## src/rtl/bcd_calc_pkg.sv

```systemverilog
// Shared constants for the BCD calculator front end: key codes, entry-state
// encoding and the bit layout of the 17-bit operand word.
package bcd_calc_pkg;

  localparam logic [3:0] KEY_PLUS  = 4'd10;
  localparam logic [3:0] KEY_MINUS = 4'd11;
  localparam logic [3:0] KEY_EQ    = 4'd12;
  localparam logic [3:0] KEY_CLR   = 4'd13;
  localparam logic [3:0] KEY_BS    = 4'd14;

  typedef enum logic [1:0] {
    ST_ENTER_A = 2'b00,
    ST_ENTER_B = 2'b01,
    ST_DONE    = 2'b10
  } entry_state_t;

  localparam int OP_BIT  = 16;
  localparam int A10_LSB = 12;
  localparam int A1_LSB  = 8;
  localparam int B10_LSB = 4;
  localparam int B1_LSB  = 0;

  function automatic logic is_digit(input logic [3:0] code);
    return code <= 4'd9;
  endfunction

endpackage

```

## src/rtl/entry_holdoff_timer.sv

```systemverilog
// Loadable down-counter gating key acceptance; key_ready is low while the
// count is non-zero, giving exactly HOLDOFF dead cycles after each load.
module entry_holdoff_timer #(
  parameter int HOLDOFF   = 16,
  parameter int HOLDOFF_W = 5
) (
  input  logic CLOCK_50,
  input  logic RESET,
  input  logic load,
  output logic key_ready
);

  logic [HOLDOFF_W-1:0] cnt;

  always_ff @(posedge CLOCK_50 or posedge RESET) begin
    if (RESET)
      cnt <= '0;
    else if (load)
      cnt <= HOLDOFF_W'(HOLDOFF);
    else if (cnt != '0)
      cnt <= cnt - 1'b1;
  end

  assign key_ready = (cnt == '0);

endmodule

```

## src/rtl/bcd_operand_entry.sv

```systemverilog
// Keyed entry of two 2-digit BCD operands and an operator, emitting the
// 17-bit switch-word layout. Build with ENTRY_BACKSPACE_EN for backspace.
module bcd_operand_entry
  import bcd_calc_pkg::*;
#(
  parameter int HOLDOFF   = 16,
  parameter int HOLDOFF_W = 5
) (
  input  logic        CLOCK_50,
  input  logic        RESET,
  input  logic        key_valid,
  input  logic [3:0]  key_code,
  output logic        key_ready,
  output logic [16:0] OPERANDS,
  output logic        op_valid,
  output logic [1:0]  entry_state,
  output logic        key_err
);

  entry_state_t state;
  logic [3:0]   a10, a1, b10, b1;
  logic         op;
  logic [1:0]   cnt_a, cnt_b;
  logic         accept;
  logic         op_sel;

  assign accept = key_valid & key_ready;
  assign op_sel = (key_code == KEY_MINUS);

  entry_holdoff_timer #(
    .HOLDOFF   (HOLDOFF),
    .HOLDOFF_W (HOLDOFF_W)
  ) u_holdoff (
    .CLOCK_50  (CLOCK_50),
    .RESET     (RESET),
    .load      (accept),
    .key_ready (key_ready)
  );

  always_ff @(posedge CLOCK_50 or posedge RESET) begin
    if (RESET) begin
      state    <= ST_ENTER_A;
      {a10, a1, b10, b1} <= '0;
      op       <= 1'b0;
      cnt_a    <= '0;
      cnt_b    <= '0;
      op_valid <= 1'b0;
      key_err  <= 1'b0;
    end else begin
      op_valid <= 1'b0;
      key_err  <= 1'b0;
      if (accept) begin
        if (is_digit(key_code)) begin
          unique case (state)
            ST_ENTER_A:
              if (cnt_a < 2'd2) begin
                a10 <= a1; a1 <= key_code; cnt_a <= cnt_a + 1'b1;
              end else key_err <= 1'b1;
            ST_ENTER_B:
              if (cnt_b < 2'd2) begin
                b10 <= b1; b1 <= key_code; cnt_b <= cnt_b + 1'b1;
              end else key_err <= 1'b1;
            default: begin
              // a digit after a finished entry starts a fresh calculation
              {a10, b10, b1} <= '0;
              a1    <= key_code;
              op    <= 1'b0;
              cnt_a <= 2'd1;
              cnt_b <= '0;
              state <= ST_ENTER_A;
            end
          endcase
        end else begin
          case (key_code)
            KEY_PLUS, KEY_MINUS:
              unique case (state)
                ST_ENTER_A: begin op <= op_sel; state <= ST_ENTER_B; end
                ST_ENTER_B:
                  if (cnt_b == '0) op <= op_sel;
                  else key_err <= 1'b1;
                default: begin
                  {b10, b1} <= '0;
                  cnt_b <= '0;
                  op    <= op_sel;
                  state <= ST_ENTER_B;
                end
              endcase
            KEY_EQ:
              if (state == ST_ENTER_A) key_err <= 1'b1;
              else begin
                op_valid <= 1'b1;
                state    <= ST_DONE;
              end
            KEY_CLR: begin
              {a10, a1, b10, b1} <= '0;
              op    <= 1'b0;
              cnt_a <= '0;
              cnt_b <= '0;
              state <= ST_ENTER_A;
            end
            KEY_BS: begin
`ifdef ENTRY_BACKSPACE_EN
              unique case (state)
                ST_ENTER_A:
                  if (cnt_a != '0) begin
                    a1 <= a10; a10 <= '0; cnt_a <= cnt_a - 1'b1;
                  end else key_err <= 1'b1;
                ST_ENTER_B:
                  if (cnt_b != '0) begin
                    b1 <= b10; b10 <= '0; cnt_b <= cnt_b - 1'b1;
                  end else state <= ST_ENTER_A;
                default: key_err <= 1'b1;
              endcase
`else
              key_err <= 1'b1;
`endif
            end
            default: key_err <= 1'b1;
          endcase
        end
      end
    end
  end

  always_comb begin
    OPERANDS = '0;
    OPERANDS[OP_BIT]         = op;
    OPERANDS[A10_LSB +: 4]   = a10;
    OPERANDS[A1_LSB  +: 4]   = a1;
    OPERANDS[B10_LSB +: 4]   = b10;
    OPERANDS[B1_LSB  +: 4]   = b1;
  end

  assign entry_state = state;

endmodule

```

## config.mk

```make
export PLATFORM = sky130hd
export DESIGN_NAME = bcd_operand_entry
export DESIGN_NICKNAME = d
export VERILOG_FILES = /design/src/rtl/bcd_calc_pkg.sv /design/src/rtl/entry_holdoff_timer.sv /design/src/rtl/bcd_operand_entry.sv
export SDC_FILE = /design/constraint.sdc
export NUM_CORES = 1
export LEC_CHECK = 0
export BUFFER_PORTS_ARGS = -buffer_cell sky130_fd_sc_hd__clkbuf_2
export CORE_ASPECT_RATIO = 0.8
export CORE_MARGIN = 2
export CORE_UTILIZATION = 40
export DETAILED_ROUTE_END_ITERATION = 10
export PLACE_DENSITY = 0.57
export SKIP_LAST_GASP = 1
export SLEW_MARGIN = 5
export SYNTH_ARGS = -nofsm -noshare
export SYNTH_HDL_FRONTEND = slang
export SYNTH_HIERARCHICAL = 1
export SYNTH_SLANG_ARGS = --single-unit
```

## constraint.sdc

```tcl
create_clock -name CLOCK_50 -period 3.48 [get_ports CLOCK_50]
set_clock_uncertainty 0.15 [all_clocks]
set_input_delay 0.174 -clock CLOCK_50 [delete_from_list [all_inputs] [get_ports CLOCK_50]]
set_output_delay 0.174 -clock CLOCK_50 [all_outputs]
set_load 0.05 [all_outputs]
```

# After elaboration in Yosys (flattened, before gate mapping)
# Cells that the tools add are included.
[classes]
add_sub_neg = 3
n_lt_le_gt_ge = 3
eq_ne = 14
muxes = 48
bitwise_logic = 1
reduce_logical = 14
[op_table]
columns = ["cell", "count"]
rows = [
  ["$mux W4", 10],
  ["$pmux W4 S2", 5],
  ["$mux W2", 9],
  ["$eq A4 B4 Y1 const B", 4],
  ["$mux W1", 15],
  ["$ne A3 B3 Y1 const B", 5],
  ["$pmux W2 S2", 3],
  ["$mux W5", 2],
  ["$reduce_and A5 Y1", 2],
  ["$reduce_and A4 Y1", 2],
  ["$ne A2 B2 Y1 const B", 3],
  ["$pmux W2 S3", 1],
  ["$logic_not A5 Y1", 1],
  ["$reduce_bool A5 Y1", 1],
  ["$sub A5 B1 Y5 const B", 1],
  ["$add A2 B1 Y2 const B", 2],
  ["$le A4 B4 Y1 const B", 1],
  ["$logic_not A2 Y1", 2],
  ["$lt A2 B2 Y1 const B", 2],
  ["$ne A4 B4 Y1 const B", 1],
  ["$pmux W1 S2", 2],
  ["$reduce_bool A2 Y1", 2],
  ["$reduce_bool A4 Y1", 1],
  ["$reduce_or A2 Y1", 2],
  ["4 further kinds", 4],
]
[word_totals]
reg_bits = 30

# Longest topological paths before layout
[logic_depth]
depth_word = 6
mapped_depth = 11

# Hierarchy
# The synthesis kept the hierarchy.
[modules_own_cells]
columns = ["mod", "instances", "cells_per_inst", "area_per_inst_um2", "seq_area_each_um2"]
rows = [
  ["bcd_operand_entry", 1, 129, 1351.3, 625.6],
  ["entry_holdoff_timer", 1, 27, 259.0, 125.1],
]

# Worst setup path after synthesis
# OpenSTA, ideal clock, no wires.
[synth_timing]
path_type = "reg2reg"
start = "register u_holdoff.cnt[0]"
end = "register cnt_b[0]"
arrival_time_ns = 2.699
required_time_ns = 3.205
slack_ns = 0.507
stages_incl_launch_ff = 12
path_buffers = 2
path_cell_list = "dfrtp_1 > inv_1 > ha_1 > or4b_1 > buf_2 > inv_1 > nand2_1 > inv_2 > o221ai_2 > or2_1 > buf_4 > mux2_2"
[synth_between]
elab_chain_len = 3
[synth_lines]
columns = ["item", "line_no", "source"]
rows = [
  ["start, declared", "entry_holdoff_timer.sv:13", "logic [HOLDOFF_W-1:0] cnt;"],
  ["start signal, assigned", "entry_holdoff_timer.sv:19", "cnt <= HOLDOFF_W'(HOLDOFF);"],
  ["start signal, assigned", "entry_holdoff_timer.sv:21", "cnt <= cnt - 1'b1;"],
  ["$logic_not A5 Y1", "entry_holdoff_timer.sv:24", "assign key_ready = (cnt == '0);"],
  ["named net key_ready", "bcd_operand_entry.sv:13", "output logic key_ready,"],
  ["$and A1 B1 Y1", "bcd_operand_entry.sv:27", "assign accept = key_valid & key_ready;"],
  ["named net accept", "bcd_operand_entry.sv:24", "logic accept;"],
  ["$reduce_and A5 Y1 (no source line)", "-", ""],
  ["end signal, assigned", "bcd_operand_entry.sv:46", "cnt_b <= '0;"],
  ["end signal, assigned", "bcd_operand_entry.sv:61", "b10 <= b1; b1 <= key_code; cnt_b <= cnt_b + 1'b1;"],
  ["end signal, assigned", "bcd_operand_entry.sv:69", "cnt_b <= '0;"],
  ["end, declared", "bcd_operand_entry.sv:23", "logic [1:0] cnt_a, cnt_b;"],
]
# The timed path passes the listed nets, and every way through them passes these cells.
# A chain may end at the register's enable or synchronous reset.

# Worst setup path in the final report
[layout_timing]
start = "register u_holdoff.cnt[0]"
end = "register cnt_b[0]"
[layout_between]
elab_chain_len = 3
[layout_lines]
columns = ["item", "line_no"]
rows = [
  ["$logic_not A5 Y1", "entry_holdoff_timer.sv:24"],
  ["$and A1 B1 Y1", "bcd_operand_entry.sv:27"],
  ["named net accept", "bcd_operand_entry.sv:24"],
  ["$reduce_and A5 Y1 (no source line)", "-"],
]
# The timed path passes the listed nets, and every way through them passes these cells.

==> results.md <==
Clock tree:
- Counting the buffers created by CTS gives 5.
- The later pin in the worst-skew pair is clocked with a latency of 280 ps.
- The number of resized instances in the post-cts repair step is 0.
- TritonCTS built the clock tree.
- CTS placed an instance of sky130_fd_sc_hd__clkbuf_8 at the clock tree root.
- The clock-pin slew on the worst setup and hold paths is 60 ps.
- Counting along the longest clock path gives a buffer depth of 2.
- The level count of the clock H-tree is 2.
- The total clock sinks is 30.

STA:
- At the pin with the least slew margin, the transition time is 934.2 ps.
- The final critical path takes up 82.10% of the cycle.
- The time the worst path needs with I/O delays and setup is 2857 ps.
- The count of final hold-check violations was 0.
- The final number of max-transition violations was 0.
- The minimum hold slack is 58.55 ps.
- Static timing analysis puts the maximum clock frequency at 0.3500 GHz.
- Measured against its own limit, the worst slew margin works out to 37.65%.
- Setup repair after global routing left no endpoint under its margin.
- The number of endpoints failing setup at the final stage is 0.
- In the final timing run, aggregate negative setup slack is 0 ps.

Route:
- The detailed router finished its first iteration with 62 violations.
- After detailed routing, the number of vias per cell comes to 5.133.
- The first detailed-routing pass ran for 4 iterations.
- For this block, the via count after detailed routing is 1232.
- In the final routed layout, each cell accounts on average for 13.86 um.
- In the routed design, unresolved DRC markers number 0.
- For this block, the routed nets add up to 3.327 mm of wire.
- The count of antenna-violating nets left after detailed routing is 0.

Yosys:
- During synthesis, Yosys emitted a total of 6 warnings.
- The area share of the largest cell type after synthesis is 46.62%.
- The dominant register cell in the synthesized netlist is sky130_fd_sc_hd__dfrtp_1.
- In this run the cell area of the synthesized design comes to 1610 sq um.
- The synthesized netlist devotes 20.51% of its cell area to compound gates.
- The largest family of logic cells by synthesized area is compound AO/OA/AOI/OAI gates.
- The post-synthesis async set-or-reset flop share is 100.0%.
- By count the netlist is led by sky130_fd_sc_hd__dfrtp_1, sky130_fd_sc_hd__inv_1, sky130_fd_sc_hd__nand2_1, sky130_fd_sc_hd__o21ai_0, sky130_fd_sc_hd__nor2_1.
- The synthesized netlist devotes 1.554% of its cell area to adder and majority cells.
- Multiplexer cells account for 8.314% of the synthesized area.
- The synthesized design contains 0 enable-type register cells.
- The dominant cell by count in the synthesized netlist is sky130_fd_sc_hd__dfrtp_1.
- In the post-synthesis netlist, the biggest area contributors are sky130_fd_sc_hd__dfrtp_1, sky130_fd_sc_hd__o21ai_0, sky130_fd_sc_hd__inv_1, sky130_fd_sc_hd__mux2_4, sky130_fd_sc_hd__nand2_1.
- The netlist uses 50 different library cells.
- Sequential elements use 46.62% of the synthesized area.
- Summing the areas of all xor and xnor instances in the mapped netlist gives 0.5439% of the synthesized area.
- After Yosys synthesis, and, or, nand and nor cells account for 14.69% of the synthesized area.
- The synthesized design contains 30 register bits.
- The average cell area after synthesis is 10.32 sq um.
- Counting every net in the synthesized netlist gives 165.
- sky130_fd_sc_hd__dfrtp_1 takes more of the synthesized area than any other cell.
- Synthesis handed over a netlist of 156 instances.

Placement:
- Input and output buffers added on the ports amount to 28.
- Detailed placement finished with a half-perimeter wire length of 2.368 mm.
- At the end of routability-driven placement, the weighted congestion stood at 0.8155.

Cells and area:
- The fraction of final layout cells with drive strength greater than 1 is 28.65%.
- The area growth from synthesis to layout is 15.93%.
- The antenna diode count is 0.
- For this run, the post-layout net count is 193.

Power and ir drop:
- The analysis attributes to cell leakage a power of 0.0009624 uW.
- The total design power is 1468 uW.
- The maximum ir drop on the vdd rail is 0.0002901 V.
- For this design the ratio of total power to cell area is 786.4 nW/um^2.

Floorplanning:
- The number of primary I/O pins is 29.
- The vertical die dimension is 60.75 um.
- The floorplan step defined a die boundary enclosing 4552 sq um.
- The floorplan step set the die width to 74.94 um.
- The initial cell density of the core is 42.06%.
- After floorplanning, the core was divided into 20 placement rows.
- The placeable core region is 3829 sq um.

Global route:
- The number of antenna violations at the first check in global routing was 0.
- Entering global routing, the biggest net connects 26 pins.
- The via count of the first global-routing pass is 1203.
- The first-pass GRT wire length is 5.526 mm.
- For this run the aggregate overflow at the end of global routing stands at 0.
- The overall fraction of global-route tracks in use is 16.68%.

Critical path:
- The nature of the critical path startpoint is a flop.
- The worst setup path is of the reg2reg kind.
- The required time at the endpoint of the critical path is 3500 ps.
- STA classifies the critical path endpoint as a flop.
- In this run the worst path has a maximum fanout of 14.
- The worst endpoint data arrival time is 2880 ps.

Worst hold path:
- The min-delay analysis places its worst path in the category in2reg.

Run status:
- The flow ran to the end, and the final reports show no timing, DRC or antenna violations.

Flow run:
- The number of violations of the max-capacitance limit is 0.
[worst paths after layout]
path | start | to | slack [ps] | depth (start not counted)
max | u_holdoff/cnt[0]$_DFFE_PP0P_ | cnt_b[0]$_DFFE_PP0P_ | 620 | 9
min | key_valid | entry_state[0]$_DFFE_PP0P_ | 60 | 3
max reg2reg | u_holdoff/cnt[0]$_DFFE_PP0P_ | cnt_b[0]$_DFFE_PP0P_ | 620 | 9
min reg2reg | op$_DFFE_PP0P_ | op$_DFFE_PP0P_ | 360 | 1
max in group asynchronous | RESET | key_err$_DFF_PP0_ | 2110 | 3
min in group asynchronous | RESET | u_holdoff/cnt[0]$_DFFE_PP0P_ | 190 | 3
[kinds of logic (layout without fill, tap and decap cells)]
| kind of cell | count (synthesis) | count (layout) |
|---|---|---|
| XOR/XNOR | 1 | 1 |
| AND/OR/NAND/NOR | 45 | 45 |
| adder cells (fa/ha/maj) | 2 | 2 |
| buffers and inverters | 26 | 55 |
| multiplexers | 11 | 11 |
| flip-flops | 30 | 30 |
| AO/OA/AOI/OAI | 41 | 41 |
[cell type report]
class	instances	area [sq um]
fill	368	1962
sequential	30	750.7
multi-input combinational	100	734.5
timing repair buffer	30	157.7
clock buffer	7	86.33
tap	55	68.82
inverter	17	63.81
clock inverter	1	5.005
[critical path, stage by stage, from the launching register on]
cell and delay (ps):
sky130_fd_sc_hd__dfrtp_1 400, sky130_fd_sc_hd__inv_1 70, sky130_fd_sc_hd__ha_1 210, sky130_fd_sc_hd__or4b_1 570
sky130_fd_sc_hd__inv_1 120, sky130_fd_sc_hd__nand2_1 110, sky130_fd_sc_hd__inv_2 240, sky130_fd_sc_hd__o221ai_2 210
sky130_fd_sc_hd__or2_1 380, sky130_fd_sc_hd__mux2_2 310
[through the flow]
stage          worst slack, ps  cells  cell area (sq um)  util, %
2_1_floorplan            506.7    156               1610        -
3_3_place_gp             713.2    231               1765    46.11
3_5_place_dp             607.7    231               1765    46.11
4_1_cts                  606.1    240               1867    48.76
5_1_grt                  397.9    240               1867    48.76
6_report                 622.9    240               1867    48.76
[layer usage]
metal / vias to the layer above / GRT usage (%) / routed length [um]
met5: - / 0 / 0
met3: 6 / 6.645 / 161
met4: 0 / 5.357 / 49
met2: 28 / 26.57 / 1551
met1: 598 / 20.99 / 1564
li1: 600 / - / -
[placed cells by master, fill, tap and decap left out, types with 3 or more instances in the layout]
master and count:
sky130_fd_sc_hd__a21o_1 3, sky130_fd_sc_hd__a21oi_1 4, sky130_fd_sc_hd__a22o_1 3, sky130_fd_sc_hd__clkbuf_2 28, sky130_fd_sc_hd__clkbuf_8 6, sky130_fd_sc_hd__dfrtp_1 30, sky130_fd_sc_hd__inv_1 16, sky130_fd_sc_hd__mux2_2 3
sky130_fd_sc_hd__mux2_4 4, sky130_fd_sc_hd__mux2i_1 4, sky130_fd_sc_hd__nand2_1 12, sky130_fd_sc_hd__nand2b_1 3, sky130_fd_sc_hd__nor2_1 9, sky130_fd_sc_hd__nor3_1 6, sky130_fd_sc_hd__o21ai_0 12
[registers in the layout, indices dropped and copies added, names as in the netlist]
name / count
key_err: 1
u_holdoff/cnt: 5
b1: 4
b10: 4
op: 1
a1: 4
a10: 4
cnt_a: 2
entry_state: 2
op_valid: 1
cnt_b: 2
[report_power, final]
part           total [uW]  switching, uW  internal (uW)
combinational         637            419            218
sequential            546           91.4            454
clock                 285            126            159
[what timing repair did]
| action | 4_1_cts | 5_1_grt |
|---|---|---|
| setup endpoints to repair | 0 | 0 |
| hold buffers | 1 | 0 |
| endpoints found under the hold margin | 15 | 0 |
| setup buffers | 0 | 0 |
Note: power is estimated with default switching activity, not from simulation.
